## src/rtl/match_controller.sv

```systemverilog
// Round/match sequencer for the two-player fight: intro countdown, round timer,
// KO/timeout decision, win tally and match-over, all paced by frame_tick.
module match_controller #(
  parameter int unsigned FRAMES_PER_SEC = 60,
  parameter int unsigned ROUND_SECONDS  = 99,
  parameter int unsigned INTRO_FRAMES   = 120,
  parameter int unsigned KO_FRAMES      = 90,
  parameter int unsigned WINS_TO_MATCH  = 2
) (
  input  logic       clk,
  input  logic       rst,
  input  logic       frame_tick,
  input  logic       start,
  input  logic [2:0] player1_health,
  input  logic [2:0] player2_health,
  output logic       health_rst,
  output logic       fight_enable,
  output logic [2:0] state,
  output logic [3:0] round_num,
  output logic [1:0] p1_wins,
  output logic [1:0] p2_wins,
  output logic [6:0] timer_sec,
  output logic [1:0] round_winner,
  output logic [1:0] match_winner
);

  typedef enum logic [2:0] {
    S_IDLE       = 3'd0,
    S_INTRO      = 3'd1,
    S_FIGHT      = 3'd2,
    S_ROUND_END  = 3'd3,
    S_MATCH_OVER = 3'd4
  } state_t;

  localparam int unsigned MAX_A   = (INTRO_FRAMES > KO_FRAMES) ? INTRO_FRAMES : KO_FRAMES;
  localparam int unsigned CNT_MAX = (MAX_A > FRAMES_PER_SEC) ? MAX_A : FRAMES_PER_SEC;
  localparam int unsigned CW      = $clog2(CNT_MAX + 1);

  localparam logic [CW-1:0] INTRO_LAST = CW'(INTRO_FRAMES);
  localparam logic [CW-1:0] KO_LAST    = CW'(KO_FRAMES);
  localparam logic [CW-1:0] SEC_LAST   = CW'(FRAMES_PER_SEC);
  localparam logic [6:0]    TIMER_INIT = 7'(ROUND_SECONDS);
  localparam logic [1:0]    WIN_TGT    = 2'(WINS_TO_MATCH);

  state_t        state_q, state_d;
  logic          start_q;
  logic [2:0]    p1h_q, p2h_q;
  logic [CW-1:0] frame_cnt_q, frame_cnt_d;
  logic [CW-1:0] sec_cnt_q, sec_cnt_d;
  logic [3:0]    round_q, round_d;
  logic [1:0]    p1w_q, p1w_d, p2w_q, p2w_d;
  logic [6:0]    timer_q, timer_d;
  logic [1:0]    rw_q, rw_d, mw_q, mw_d;
  logic          hrst_q, hrst_d, fe_q, fe_d;

  logic          start_rise;
  logic          ko1, ko2, decide;
  logic [1:0]    winner;
  logic [CW-1:0] frame_inc, sec_inc;

  always_comb begin
    start_rise = start & ~start_q;
    ko1        = (p1h_q == 3'd0);
    ko2        = (p2h_q == 3'd0);
    decide     = ko1 | ko2 | (timer_q == 7'd0);
    frame_inc  = frame_cnt_q + CW'(1);
    sec_inc    = sec_cnt_q + CW'(1);

    // KO outranks timeout; a timeout compares remaining health.
    winner = 2'd0;
    if (ko1 && ko2)         winner = 2'd0;
    else if (ko2)           winner = 2'd1;
    else if (ko1)           winner = 2'd2;
    else if (p1h_q > p2h_q) winner = 2'd1;
    else if (p2h_q > p1h_q) winner = 2'd2;
  end

  always_comb begin
    state_d     = state_q;
    frame_cnt_d = frame_cnt_q;
    sec_cnt_d   = sec_cnt_q;
    round_d     = round_q;
    p1w_d       = p1w_q;
    p2w_d       = p2w_q;
    timer_d     = timer_q;
    rw_d        = rw_q;
    mw_d        = mw_q;

    unique case (state_q)
      S_IDLE: begin
        if (start_rise) begin
          state_d     = S_INTRO;
          round_d     = 4'd1;
          p1w_d       = '0;
          p2w_d       = '0;
          frame_cnt_d = '0;
          timer_d     = TIMER_INIT;
        end
      end
      S_INTRO: begin
        if (frame_tick) begin
          if (frame_inc == INTRO_LAST) begin
            state_d     = S_FIGHT;
            frame_cnt_d = '0;
            sec_cnt_d   = '0;
          end else begin
            frame_cnt_d = frame_inc;
          end
        end
      end
      S_FIGHT: begin
        if (decide) begin
          state_d     = S_ROUND_END;
          frame_cnt_d = '0;
          sec_cnt_d   = '0;
          rw_d        = winner;
          if (winner == 2'd1 && p1w_q != 2'd3) p1w_d = p1w_q + 2'd1;
          if (winner == 2'd2 && p2w_q != 2'd3) p2w_d = p2w_q + 2'd1;
        end else if (frame_tick) begin
          if (sec_inc == SEC_LAST) begin
            sec_cnt_d = '0;
            timer_d   = (timer_q == 7'd0) ? 7'd0 : timer_q - 7'd1;
          end else begin
            sec_cnt_d = sec_inc;
          end
        end
      end
      S_ROUND_END: begin
        if (frame_tick) begin
          if (frame_inc == KO_LAST) begin
            frame_cnt_d = '0;
            if (p1w_q == WIN_TGT) begin
              state_d = S_MATCH_OVER;
              mw_d    = 2'd1;
            end else if (p2w_q == WIN_TGT) begin
              state_d = S_MATCH_OVER;
              mw_d    = 2'd2;
            end else begin
              state_d = S_INTRO;
              round_d = (round_q == 4'd15) ? 4'd15 : round_q + 4'd1;
              rw_d    = 2'd0;
              timer_d = TIMER_INIT;
            end
          end else begin
            frame_cnt_d = frame_inc;
          end
        end
      end
      S_MATCH_OVER: begin
        if (start_rise) begin
          state_d = S_IDLE;
          round_d = 4'd1;
          p1w_d   = '0;
          p2w_d   = '0;
          rw_d    = 2'd0;
          mw_d    = 2'd0;
          timer_d = TIMER_INIT;
        end
      end
      default: state_d = S_IDLE;
    endcase

    hrst_d = (state_d == S_IDLE) || (state_d == S_INTRO);
    fe_d   = (state_d == S_FIGHT);
  end

  always_ff @(posedge clk or negedge rst) begin
    if (!rst) begin
      state_q     <= S_IDLE;
      start_q     <= 1'b1;
      p1h_q       <= '0;
      p2h_q       <= '0;
      frame_cnt_q <= '0;
      sec_cnt_q   <= '0;
      round_q     <= 4'd1;
      p1w_q       <= '0;
      p2w_q       <= '0;
      timer_q     <= TIMER_INIT;
      rw_q        <= '0;
      mw_q        <= '0;
      hrst_q      <= 1'b1;
      fe_q        <= 1'b0;
    end else begin
      state_q     <= state_d;
      start_q     <= start;
      p1h_q       <= player1_health;
      p2h_q       <= player2_health;
      frame_cnt_q <= frame_cnt_d;
      sec_cnt_q   <= sec_cnt_d;
      round_q     <= round_d;
      p1w_q       <= p1w_d;
      p2w_q       <= p2w_d;
      timer_q     <= timer_d;
      rw_q        <= rw_d;
      mw_q        <= mw_d;
      hrst_q      <= hrst_d;
      fe_q        <= fe_d;
    end
  end

  assign state        = state_q;
  assign round_num    = round_q;
  assign p1_wins      = p1w_q;
  assign p2_wins      = p2w_q;
  assign timer_sec    = timer_q;
  assign round_winner = rw_q;
  assign match_winner = mw_q;
  assign health_rst   = hrst_q;
  assign fight_enable = fe_q;

endmodule

```

## config.mk

```make
export PLATFORM = sky130hd
export DESIGN_NAME = match_controller
export DESIGN_NICKNAME = d
export VERILOG_FILES = /design/src/rtl/match_controller.sv
export SDC_FILE = /design/constraint.sdc
export NUM_CORES = 1
export LEC_CHECK = 0
export BUFFER_PORTS_ARGS = -buffer_cell sky130_fd_sc_hd__buf_4
export CAP_MARGIN = 20
export CORE_MARGIN = 4
export CORE_UTILIZATION = 55
export DETAILED_ROUTE_END_ITERATION = 10
export PLACE_DENSITY = 0.82
export SLEW_MARGIN = 20
export SYNTH_ARGS = -nofsm -noshare
export SYNTH_HDL_FRONTEND = slang
export SYNTH_SLANG_ARGS = --single-unit
export TNS_END_PERCENT = 10
```

## constraint.sdc

```tcl
create_clock -name clk -period 2.5 [get_ports clk]
set_input_delay 0.125 -clock clk [delete_from_list [all_inputs] [get_ports clk]]
set_output_delay 0.125 -clock clk [all_outputs]
set_load 0.01 [all_outputs]
```

==> summary.md, run 1 <==
| Metric | Value |
|---|---|
| Clock sink total | `45` |
| Critical Path Max Stage Delay | `0.57 ns` |
| Reg-to-Reg End | `timer_sec[1]$_DFFE_PN1P_` |
| Avg Cell Area, Syn | `9.51 sq um` |
| FF-to-FF path depth | `8` |
| Cell Area, Synth | `~2600 sq um` |
| Max-Cap Viols | `0` |
| Routed len/inst | `15.2 um` |
| Sequential group share of total power | `0.511` |
| RSZ-0062 raised after global routing | `false` |
| Final setup skew | `0.00820 ns` |
| Post-Synthesis Cells | `~280` |
| Register bit total from synthesis | `45` |
| Num CTS Buffers | `5` |
| Iter 0 DRT Violations | `101` |
| Vias per cell | `5.89` |
| Tot Pwr | `0.00172 W` |
| Post-Synth Adder-Cell Area | `0.0568` |
| First-pass DRT Iterations | `4` |
| Largest net degree at the start of global routing | `46` |
| Slew HR | `0.612` |
| Placed cell count | `365` |
| Floorplan row count | `24` |
| Seq/Total Area, Yosys | `0.429` |
| Clock Pin Slew Worst Setup and Hold Paths | `0.08 ns` |
| Switching fraction of total power | `0.297` |
| Multiplexer share of the synthesized area | `0.0473` |
| Area delta synth->final | `19.1%` |
| PwrDens | `547 nW/um^2` |
| Combinational power share | `0.223` |
| Routability cong. | `0.839` |
| Final hold violation count | `0` |
| Syn Nets | `300` |
| P_sw | `0.000511 W` |
| Design Area, Final | `3150 sq um` |
| All-Layer GR Usage | `0.210` |
| Largest family of logic cells by synthesized area | `simple AND/OR/NAND/NOR gates` |
| Clock network power share | `0.265` |
| H-tree Lvls | `2` |
| Pre-CTS WS | `0.153 ns` |
| Antenna violations before repair | `0` |
| Sum Neg Setup Slack | `0 ns` |
| Hold Crit Class | `input port to flip-flop` |
| First-pass GRT wire length | `10200 um` |
| Final #Nets | `350` |
| Die ar. | `5980 sq um` |
| Post-synthesis compound-gate area fraction | `0.206` |
| Ys async rst share | `1.00` |
| Buffers on Ports | `33` |
| WS Path Type | `flip-flop to flip-flop` |
| Longest Clk Path Bufs | `2` |
| CP cell instances | `inv_1 -> ha_1 -> nor3b_2 -> a211o_1 -> o31a_1 -> o21ai_2 -> nand2_2 -> mux2_4` |
| Routed vias | `2243` |
| Fillers | `around 340` |
| Hold depth | `3` |
| Post-route setup slack | `around 0.24 ns` |
| Post-synth EDFFs | `0` |
| # setup viols final | `0` |
| CP delay by family, top | `compound AO/OA/AOI/OAI gates` |
| Status | `finished clean` |
| Max-slew violations | `0` |
| Layout cells sized above 1 | `0.249` |
| Worst hold start | `frame_tick` |
| Crit path DAT | `between 2 and 2.5 ns` |
| Xor and xnor area share after synthesis | `0` |
| Critical path's slowest cell | `dfstp_2` |
| Number of buffers and inverters on the critical path | `1` |
| Die X | `77.3 um` |
| Synth Area in Simple Gates | `0.222` |
| Die H | `77.3 um` |
| Netlist cell types | `58` |
| Ant. Diodes | `0` |
| Leak pwr | `1.47 nW` |
| Worst-path maximum fanout | `6` |
| Setup slack, reg-to-reg | `0.24 ns` |
| CTS tree | `built` |
| YS warnings | `0` |
| Core footprint | `between 4000 and 5000 sq um` |
| Initial core utilization | `0.587` |
| Remaining Overflow, GRT | `0` |
| Root buf cell | `clkbuf_8` |
| End of the worst hold path | `frame_cnt_q[2]$_DFFE_PN0P_` |
| Synth Flop Type | `dfrtp_1` |
| Post-Route WL | `5780 um` |
| Req. time, crit path | `between 2 and 3 ns` |
| DR DRC count | `0` |
| Startpoint types | `flip-flop` |
| VDD IR-drop max | `between 0.4 and 0.5 mV` |
| Stages on the worst setup path | `8` |
| FF-to-FF Start | `timer_sec[0]$_DFFE_PN1P_` |
| Final ANT Viol Nets | `0` |
| Critical Path End Type | `flip-flop` |
| DP Wirelength | `4270 um` |
| Pint | `0.00121 W` |
| Non-Filler Instances | `381` |
| Final min period | `2.26 ns` |
| IO Pins | `34` |
| Tightest Pin Transition | `0.578 ns` |
| Clock latency on the worst-skew pair | `0.30 ns` |
| Fmax | `approximately 0.44 GHz` |
| Number of global-route vias before repair | `between 2000 and 2500` |
| Tcrit/Tclk final | `0.904` |
| Placed Area | `just under 3000 sq um` |
cell type report:
type                            instances  area, sq um  area share
Multi-Input combinational cell        212         1420       0.450
Timing Repair Buffer                   48          380       0.121
Clock buffer                            8         90.1      0.0286
Sequential cell                        45         1140       0.361
Tap cell                               52         65.1      0.0207
Inverter                               16         60.1      0.0191
state kept, by name, summed over array words and instances, names as in the netlist, 2 cells and up:
register,count
match_winner,2
p1h_q,3
p1_wins,2
p2_wins,2
timer_sec,7
frame_cnt_q,7
sec_cnt_q,7
p2h_q,3
state,3
round_num,4
round_winner,2
stage by stage:
stage	hold slack [ns]	util
after floorplan	-0.171	-
after global placement	0.156	0.659
after detailed placement	0.154	0.659
after CTS	0.136	0.696
after global routing	0.139	0.699
final	0.137	0.699
synthesized netlist by cell type (all sizes together), types with 7 or more instances:
| cell | count | area, sq um |
|---|---|---|
| nand2 | 35 | 134 |
| nor3 | 9 | 50.1 |
| nand3 | 12 | 65.1 |
| ha | 12 | 150 |
| o21ai | 29 | 156 |
| a21oi | 10 | 57.6 |
| nor2 | 22 | 85.1 |
| or3 | 7 | 43.8 |
| dfstp | 7 | 184 |
| dfrtp | 38 | 951 |
| inv | 16 | 60.1 |
tightest hold or removal path: stages:
cell and delay [ns]:
buf_4 0.15, nand2_1 0.07, o31ai_1 0.06
repair_timing:
item	in CTS	in global routing
resized for setup	0	3
endpoints found under the setup margin	0	6
hold endpoints to repair	45	0
hold buffers	8	0
buffers inserted	0	0
routing by layer:
| metal | part of all wire | global-route usage | up-vias |
|---|---|---|---|
| met1 | 0.42 | 0.265 | 1061 |
| met4 | 0.020 | 0.0890 | 0 |
| met5 | 0 | 0 | - |
| met3 | 0.053 | 0.0445 | 14 |
| li1 | - | - | 1101 |
| met2 | 0.50 | 0.351 | 67 |
worst max path at each step:
| stage | startpoint | slack, ns | to |
|---|---|---|---|
| floorplan | timer_sec[0]$_DFFE_PN1P_ | 0.35 | timer_sec[0]$_DFFE_PN1P_ |
| global placement | frame_cnt_q[0]$_DFFE_PN0P_ | 0.29 | round_num[2]$_DFFE_PN0P_ |
| finish | timer_sec[0]$_DFFE_PN1P_ | 0.24 | timer_sec[1]$_DFFE_PN1P_ |
| detailed placement | frame_cnt_q[0]$_DFFE_PN0P_ | 0.15 | round_num[2]$_DFFE_PN0P_ |
| global route | frame_cnt_q[1]$_DFFE_PN0P_ | 0.002 | round_num[2]$_DFFE_PN0P_ |
| CTS | frame_cnt_q[0]$_DFFE_PN0P_ | 0.13 | round_num[2]$_DFFE_PN0P_ |
cells by family after synthesis:
logic type | Yosys count
buffers and inverters | 21
AND/OR/NAND/NOR | 115
flip-flops | 45
AO/OA/AOI/OAI | 74
multiplexers | 11
adder cells (fa/ha/maj) | 12
power by group through the flow:
stage / Sequential (W) / Clock [W] / Combinational (W)
after floorplan: 0.000884 / 0 / 0.000246
after global placement: 0.000887 / 0 / 0.000357
after detailed placement: 0.000891 / 0 / 0.000364
after CTS: 0.000879 / 0.000468 / 0.000378
after global routing: 0.000893 / 0.000504 / 0.000427
final: 0.000880 / 0.000456 / 0.000384
placed cells by master, fill, tap and decap left out, types with 4 or more instances in the layout:
cell            n
mux2i_1         4
mux2_2          4
clkbuf_8        6
o31ai_1         6
ha_1           12
o2bb2ai_1       5
nand2_1        34
dlygate4sd3_1   8
nand3b_1        4
or3_1           7
dfrtp_1        37
buf_4          40
nand3_1        11
nor2_1         21
a21oi_1         8
nand2b_1        5
dfstp_2         7
o21ai_0        24
and3_1          5
nor3_1          8
inv_1          16
Note: power is estimated with default switching activity, not from simulation.
==> inputs of run 2 (changes only) <==
- CELL_PAD_IN_SITES_DETAIL_PLACEMENT: not set -> 0
- CELL_PAD_IN_SITES_GLOBAL_PLACEMENT: not set -> 1
- CORE_UTILIZATION: 55 -> 44
- PLACE_DENSITY: 0.82 -> 0.85
==> summary.md, run 2 (synthesis gave the netlist of run 1 again) <==
| Metric | Value |
|---|---|
| Status | `finished clean` |
| Floorplan row count | `27` |
| Most frequent cells in the layout | `buf_4, dfrtp_1, nand2_1, o21ai_0, nor2_1` |
| Crit path DAT | `2.50 ns` |
| Tightest Pin Transition | `between 0.5 and 0.6 ns` |
| Final hold violation count | `0` |
| Final ANT Viol Nets | `0` |
| Critical Path End Type | `flip-flop` |
| Fmax | `between 0.4 and 0.5 GHz` |
| Final min period | `between 2 and 2.5 ns` |
| Reg-to-Reg End | `timer_sec[0]$_DFFE_PN1P_` |
| Leak pwr | `between 1 and 1.5 nW` |
| Clock sink total | `45` |
| Iter 0 DRT Violations | `81` |
| DP Wirelength | `between 4000 and 5000 um` |
| H-tree Lvls | `2` |
| Initial core utilization | `0.466` |
| Routability cong. | `0.839` |
| Die X | `85.5 um` |
| Num CTS Buffers | `5` |
| Tcrit/Tclk final | `0.909` |
| Startpoint types | `flip-flop` |
| IO Pins | `34` |
| Max-Cap Viols | `0` |
| Core footprint | `5680 sq um` |
| CTS tree | `built` |
| Remaining Overflow, GRT | `0` |
| RSZ-0062 raised after global routing | `false` |
| Crit path capture | `timer_sec[0]$_DFFE_PN1P_` |
| FF-to-FF Start | `timer_sec[0]$_DFFE_PN1P_` |
| Slew HR | `0.611` |
| Fillers | `503` |
| Die ar. | `7310 sq um` |
| Number of global-route vias before repair | `2142` |
| Setup slack, reg-to-reg | `0.23 ns` |
| Final setup skew | `slightly below 0.007 ns` |
| Commonest non-fill, non-tap cell in the layout | `buf_4` |
| Routed len/inst | `approximately 14 um` |
| Worst-path maximum fanout | `6` |
| Area delta synth->final | `20.7%` |
| Largest net degree at the start of global routing | `46` |
| Longest Clk Path Bufs | `2` |
| PwrDens | `550 nW/um^2` |
| Pre-CTS WS | `0.225 ns` |
| Hold Crit Class | `input port to flip-flop` |
| Vias per cell | `5.43` |
| DR DRC count | `0` |
| Req. time, crit path | `around 2.7 ns` |
| VDD IR-drop max | `0.307 mV` |
| Max-slew violations | `0` |
| Clock Pin Slew Worst Setup and Hold Paths | `0.08 ns` |
| Setup crit start | `timer_sec[0]$_DFFE_PN1P_` |
| Antenna violations before repair | `0` |
| # setup viols final | `0` |
| Buffers on Ports | `33` |
| Post-Route WL | `5820 um` |
| Layout cells sized above 1 | `0.255` |
| First-pass DRT Iterations | `5` |
| First-pass GRT wire length | `between 9000 and 10000 um` |
| Ant. Diodes | `0` |
| WS Path Type | `flip-flop to flip-flop` |
| FF-to-FF path depth | `8` |
| Routed vias | `2184` |
| Die H | `between 80 and 90 um` |
| Post-route setup slack | `0.227 ns` |
| Clock latency on the worst-skew pair | `0.30 ns` |
| All-Layer GR Usage | `0.169` |
| Final #Nets | `351` |
| Sum Neg Setup Slack | `0 ns` |
| Root buf cell | `clkbuf_8` |
-- run 2: how the worst min path moves through the flow --
stage | start | to | slack, ns | cells after the start
floorplan | rst | fight_enable$_DFF_PN0_ | -0.17 | 0
global placement | rst | frame_cnt_q[3]$_DFFE_PN0P_ | 0.16 | 1
detailed placement | rst | frame_cnt_q[3]$_DFFE_PN0P_ | 0.17 | 1
CTS | frame_tick | frame_cnt_q[2]$_DFFE_PN0P_ | 0.12 | 3
global route | frame_tick | frame_cnt_q[2]$_DFFE_PN0P_ | 0.13 | 3
finish | frame_tick | frame_cnt_q[2]$_DFFE_PN0P_ | 0.13 | 3
-- run 2: area by class of cell --
type,instances,area (sq um),area share
Multi-Input combinational cell,212,1420,0.444
Sequential cell,45,1130,0.356
Timing Repair Buffer,49,388,0.122
Clock buffer,7,96.3,0.0302
Tap cell,72,90.1,0.0282
Inverter,16,60.1,0.0188
Clock inverter,1,5.00,0.00157
-- run 2: worst max-delay path: stages (launching register included) --
cell,delay (ns)
dfstp_2,0.57
inv_1,0.05
ha_1,0.22
nor3b_2,0.20
a211o_1,0.31
o31a_1,0.29
o21ai_2,0.09
nand2_2,0.14
mux2_4,0.33
-- run 2: what timing repair did --
item,4_1_cts,5_1_grt
buffers inserted,0,0
gates resized for setup,0,2
setup endpoints to repair,0,3
hold buffers,8,0
hold endpoints to repair,45,0
-- run 2: per-stage QoR --
step                cell area [sq um]  instances  total power, W   util  hold WS (ns)
floorplan                        2640        278         0.00113      -        -0.171
global placement                 3000        386         0.00125  0.528         0.160
detailed placement               3000        386         0.00126  0.528         0.165
CTS                              3180        402         0.00177  0.560         0.123
global route                     3190        402         0.00187  0.562         0.131
finish                           3190        402         0.00175  0.562         0.131
-- run 2: per-layer routing --
| layer | wire length, um | vias up | global-route usage |
|---|---|---|---|
| li1 | - | 1098 | - |
| met1 | 2750 | 1040 | 0.214 |
| met2 | 2770 | 40 | 0.282 |
| met3 | 217 | 6 | 0.0403 |
| met4 | 76 | 0 | 0.0576 |
| met5 | 0 | - | 0 |
-- run 2: power breakdown --
group | total [W] | leakage, nW | internal (W) | switching (W)
Clock | 0.000494 | 0.0542 | 0.000250 | 0.000244
Combinational | 0.000381 | 0.881 | 0.000186 | 0.000196
Sequential | 0.000879 | 0.553 | 0.000799 | 0.0000795
